===== src/rtl/gate_sweep_pkg.sv =====
// Shared constants, FSM state type and truth-table function for the gate sweeper.
package gate_sweep_pkg;

  localparam int unsigned N_GATES    = 7;
  localparam int unsigned SETTLE_W   = 4;
  localparam int unsigned VEC_W      = 2;

  localparam int unsigned GIDX_AND   = 0;
  localparam int unsigned GIDX_OR    = 1;
  localparam int unsigned GIDX_NOT   = 2;
  localparam int unsigned GIDX_NAND  = 3;
  localparam int unsigned GIDX_NOR   = 4;
  localparam int unsigned GIDX_XOR   = 5;
  localparam int unsigned GIDX_XNOR  = 6;

  typedef enum logic [2:0] {
    ST_IDLE   = 3'd0,
    ST_DRIVE  = 3'd1,
    ST_SETTLE = 3'd2,
    ST_CHECK  = 3'd3,
    ST_DONE   = 3'd4
  } state_t;

  // Expected gate outputs for one stimulus pair; NOT only looks at a.
  function automatic logic [N_GATES-1:0] gate_expect(input logic a, input logic b);
    logic [N_GATES-1:0] e;
    e            = '0;
    e[GIDX_AND]  = a & b;
    e[GIDX_OR]   = a | b;
    e[GIDX_NOT]  = ~a;
    e[GIDX_NAND] = ~(a & b);
    e[GIDX_NOR]  = ~(a | b);
    e[GIDX_XOR]  = a ^ b;
    e[GIDX_XNOR] = ~(a ^ b);
    return e;
  endfunction

endpackage


===== src/rtl/gate_expect_lut.sv =====
// Combinational {a,b} -> expected 7-gate output vector.
module gate_expect_lut
  import gate_sweep_pkg::*;
(
  input  logic               a,
  input  logic               b,
  output logic [N_GATES-1:0] exp_c
);

  assign exp_c = gate_expect(a, b);

endmodule


===== src/rtl/logic_gate_sweeper.sv =====
// Walks all four {a,b} vectors over the gate library and reports per-gate mismatches.
// Optional first-failure capture is built when GATE_SWEEP_FIRST_FAIL_EN is defined.
module logic_gate_sweeper
  import gate_sweep_pkg::*;
#(
  parameter int unsigned        SETTLE_CYCLES = 1,
  parameter logic [N_GATES-1:0] GATE_MASK     = 7'h7F
) (
  input  logic               clk,
  input  logic               rst_n,
  input  logic               start,
  input  logic               abort,
  input  logic [N_GATES-1:0] gate_y,
  output logic               gate_a,
  output logic               gate_b,
  output logic               busy,
  output logic               done,
  output logic               pass,
  output logic [N_GATES-1:0] fail_mask,
  output logic               first_fail_valid,
  output logic [VEC_W-1:0]   first_fail_vec,
  output logic [N_GATES-1:0] first_fail_y
);

  // Last settle count; unused when SETTLE_CYCLES is zero since SETTLE is skipped.
  localparam logic [SETTLE_W-1:0] SETTLE_LAST =
    (SETTLE_CYCLES == 0) ? SETTLE_W'(0) : SETTLE_W'(SETTLE_CYCLES - 1);

  state_t               state;
  logic [VEC_W-1:0]     vec;
  logic [SETTLE_W-1:0]  settle_cnt;
  logic [N_GATES-1:0]   exp_c;
  logic [N_GATES-1:0]   mis_c;
  logic [N_GATES-1:0]   fail_upd_c;
  logic                 start_acc_c;
  logic                 check_c;

  gate_expect_lut u_lut (
    .a     (gate_a),
    .b     (gate_b),
    .exp_c (exp_c)
  );

  assign mis_c       = (gate_y ^ exp_c) & GATE_MASK;
  assign fail_upd_c  = fail_mask | mis_c;
  assign start_acc_c = (state == ST_IDLE) && start && !abort;
  assign check_c     = (state == ST_CHECK) && !abort;

  // Sweep FSM with vector/settle counters and result registers.
  always_ff @(posedge clk) begin
    if (!rst_n) begin
      state      <= ST_IDLE;
      vec        <= '0;
      settle_cnt <= '0;
      gate_a     <= 1'b0;
      gate_b     <= 1'b0;
      busy       <= 1'b0;
      done       <= 1'b0;
      pass       <= 1'b0;
      fail_mask  <= '0;
    end else begin
      done <= 1'b0;
      if ((state != ST_IDLE) && abort) begin
        state <= ST_IDLE;
        busy  <= 1'b0;
        pass  <= 1'b0;
      end else begin
        case (state)
          ST_IDLE: begin
            if (start_acc_c) begin
              state     <= ST_DRIVE;
              busy      <= 1'b1;
              vec       <= '0;
              gate_a    <= 1'b0;
              gate_b    <= 1'b0;
              fail_mask <= '0;
              pass      <= 1'b0;
            end
          end
          ST_DRIVE: begin
            settle_cnt <= '0;
            state      <= (SETTLE_CYCLES == 0) ? ST_CHECK : ST_SETTLE;
          end
          ST_SETTLE: begin
            if (settle_cnt == SETTLE_LAST) begin
              state <= ST_CHECK;
            end else begin
              settle_cnt <= settle_cnt + SETTLE_W'(1);
            end
          end
          ST_CHECK: begin
            fail_mask <= fail_upd_c;
            if (vec != VEC_W'(3)) begin
              vec              <= vec + VEC_W'(1);
              {gate_a, gate_b} <= vec + VEC_W'(1);
              state            <= ST_DRIVE;
            end else begin
              state <= ST_DONE;
              done  <= 1'b1;
              pass  <= (fail_upd_c == '0);
            end
          end
          ST_DONE: begin
            state <= ST_IDLE;
            busy  <= 1'b0;
            vec   <= '0;
          end
          default: begin
            state <= ST_IDLE;
            busy  <= 1'b0;
          end
        endcase
      end
    end
  end

`ifdef GATE_SWEEP_FIRST_FAIL_EN
  // Latch the first masked mismatch of a sweep; later ones never overwrite it.
  always_ff @(posedge clk) begin
    if (!rst_n) begin
      first_fail_valid <= 1'b0;
      first_fail_vec   <= '0;
      first_fail_y     <= '0;
    end else if (start_acc_c) begin
      first_fail_valid <= 1'b0;
      first_fail_vec   <= '0;
      first_fail_y     <= '0;
    end else if (check_c && !first_fail_valid && (mis_c != '0)) begin
      first_fail_valid <= 1'b1;
      first_fail_vec   <= {gate_a, gate_b};
      first_fail_y     <= gate_y;
    end
  end
`else
  assign first_fail_valid = 1'b0;
  assign first_fail_vec   = '0;
  assign first_fail_y     = '0;
`endif

endmodule


===== config.mk =====
export PLATFORM = sky130hd
export DESIGN_NAME = logic_gate_sweeper
export DESIGN_NICKNAME = d
export VERILOG_FILES = /design/src/rtl/gate_sweep_pkg.sv /design/src/rtl/gate_expect_lut.sv /design/src/rtl/logic_gate_sweeper.sv
export SDC_FILE = /design/constraint.sdc
export NUM_CORES = 1
export LEC_CHECK = 0
export CORE_MARGIN = 5
export CORE_UTILIZATION = 50
export CTS_CLUSTER_DIAMETER = 80
export DETAILED_ROUTE_END_ITERATION = 10
export PLACE_DENSITY = 0.86
export SLEW_MARGIN = 20
export SYNTH_ARGS = -nofsm -noshare
export SYNTH_HDL_FRONTEND = slang
export SYNTH_SLANG_ARGS = --single-unit

===== constraint.sdc =====
create_clock -name clk -period 3.55 [get_ports clk]
set_input_delay 0.5325 -clock clk [delete_from_list [all_inputs] [get_ports clk]]
set_output_delay 0.5325 -clock clk [all_outputs]
set_load 0.01 [all_outputs]

==> results_dict.tcl <==
set metrics [dict create \
    row_count 18 \
    die-area_um2 3576 \
    final_common_cell "clkdlybuf4s50_1" \
    outcome "complete, no violations" \
    fin_crit_sh_pct 53.36 \
    initial_core_util_pct 50.98 \
    design.core.area_um2 2432 \
    crit_path_start_kind "primary input" \
    grt_max_degree 16 \
    avgSynthCellArea_um2 8.212 \
    powerDensity_nw_per_um2 285.6 \
    antenna_found_initial 0 \
    setup_viol 0 \
    ys_warn_count 0 \
    endpoint_kind "flip-flop" \
    rsz0062_at_grt "false" \
    fin_crit_ns 1.894 \
    grt_pass1_vias 1063 \
    postSynthCellCount 151 \
    io-pin-count 33 \
    hold_buffers 0 \
    cap_violations 0 \
    dp.final_hpwl_mm 2.146 \
    skew_ns 0.007518 \
    crit_fanout 13 \
    synth-edff-count 0 \
    clkLatencyLatePin_ns 0.32 \
    root_buffer "clkbuf_4" \
    ys_dominant_reg_cell "dfxtp_1" \
    clock_sinks 21 \
    path_class "in -> reg" \
    area_growth_syn_to_layout_pct 16.95 \
    remaining_drc_errors 0 \
    ys_seq_elements 21 \
    antenna_left 0 \
    layout.nets 188 \
    p_leak_uw 0.0005480 \
    drive_gt1_share_pct 4.094 \
    num_antenna_cells 0 \
    cts_setup_buffers 0 \
    layout_common_cells "22 x clkdlybuf4s50_1, 21 x dfxtp_1, 15 x nand2_1, 11 x nor2_1, 10 x conb_1" \
    vdd_drop_max_v 0.0002379 \
    num_vias 1125 \
    numPortBuffers 22 \
    final_util_pct 59.62 \
    drt_iter0_drc 33 \
    finalWirelength_mm 2.745 \
    gr-total-overflow 0 \
    worstPathArrival_ns 2.15 \
    yosysUniqueCellTypes 41 \
    avgViaCountPerCell 5.597 \
    die_w_um 59.80 \
    grt_pass1_wl_mm 4.719 \
    clkTransAtPathRegs_ns 0.12 \
    drv_slew 0 \
    clockBufferDepth 2 \
    wl_per_cell_um 13.66 \
    finalHoldViolCount 0 \
    min_path_type "reg -> reg" \
    synthArstFlopShare_pct 0 \
    cts_max_level 1 \
    dieHeight_um 59.80 \
    tritoncts "built" \
    drt_first_pass_iters 4 \
    timing.setup.tns_ns 0 \
    cts-buffers-inserted 3 \
    synth_area_um2 1240 \
    ys_seq_area_share_pct 33.91 \
    grt_usage_pct 17.28 \
    routabilityCongestion 0.8490 \
    fmax_mhz 527.9 \
    cts_resized 0 \
    cp.required_ns 3.80 \
    fillCellCount 221 \
]
[final timing paths]
check,start,endpoint,slack [ns],depth (start not counted)
setup / recovery,rst_n,pass,1.66,5
setup reg to reg,state[1],vec[1],1.96,4
hold / removal,vec[1],vec[1],0.48,2
hold reg to reg,vec[1],vec[1],0.48,2
[power by group]
part	internal [uW]	switching [uW]
registers	238	3.92
logic	23.8	28.2
clock network	44.0	76.7
[per-layer routing]
layer | global-route usage [%] | share of wire, % | up-vias
li1 | - | - | 549
met1 | 21.02 | 43 | 539
met2 | 29.78 | 50 | 32
met3 | 3.456 | 5.5 | 5
met4 | 6.329 | 1.4 | 0
met5 | 0 | 0 | -
[kinds of logic (layout without fill, tap and decap cells)]
logic type | after synthesis | after routing | synth area share [%]
multiplexers | 3 | 3 | 2.422
buffers and inverters | 23 | 34 | 11.10
AND/OR/NAND/NOR | 61 | 61 | 25.33
flip-flops | 21 | 21 | 33.90
adder cells (fa/ha/maj) | 5 | 5 | 5.045
other | 1 | 10 | 0.3024
AO/OA/AOI/OAI | 31 | 31 | 17.66
XOR/XNOR | 6 | 6 | 4.238
[cells in the mapped netlist (3+ instances only)]
library cell / instances / area [um2]
nor4_1: 3 / 18.77
dfxtp_1: 21 / 420.4
nor2_1: 11 / 41.29
nand2b_1: 6 / 37.54
nand3_1: 5 / 25.02
a22oi_1: 5 / 37.54
xor2_1: 4 / 35.03
nor3_1: 5 / 25.02
inv_1: 8 / 30.03
nor3b_1: 3 / 22.52
o21ai_0: 4 / 20.02
nand2_1: 15 / 56.30
ha_1: 5 / 62.56
and2_1: 4 / 25.02
buf_4: 11 / 82.58
mux2i_1: 3 / 30.03
o22ai_1: 4 / 25.02
a21oi_1: 6 / 30.03
[state kept, by name, summed over array words and instances, names as in the netlist]
register and flops:
gate_a 1, vec 2, pass 1, fail_mask 7, state 3, busy 1
gate_b 1, done 1, settle_cnt 4
[final cells by class]
class	instances	area, um2	area share [%]
clock buffer	4	26.28	1.812
timing repair buffer	22	220.2	15.19
tap	30	37.54	2.588
sequential	21	420.4	28.99
inverter	8	30.03	2.071
multi-input combinational	116	715.7	49.35
[critical path, cell delays in order]
cell and delay [ns]:
clkdlybuf4s50_1 0.67, inv_1 0.30, nor3_1 0.36, nand4_1 0.13
o22ai_1 0.14
[per-stage QoR]
stage                     setup WS (ns)  area [um2]  hold slack [ns]  instances  power (uW)
after detailed placement          1.320        1424           0.4602        197       297.7
after CTS                         1.655        1450           0.4764        201       412.3
after global placement            1.502        1424           0.4507        197       296.4
after global routing              1.534        1450           0.5054        201       429.2
after floorplan                   2.173        1274           0.4385        160       286.6
final                             1.656        1450           0.4777        201       414.1
Power figures use the tool's default switching activity.
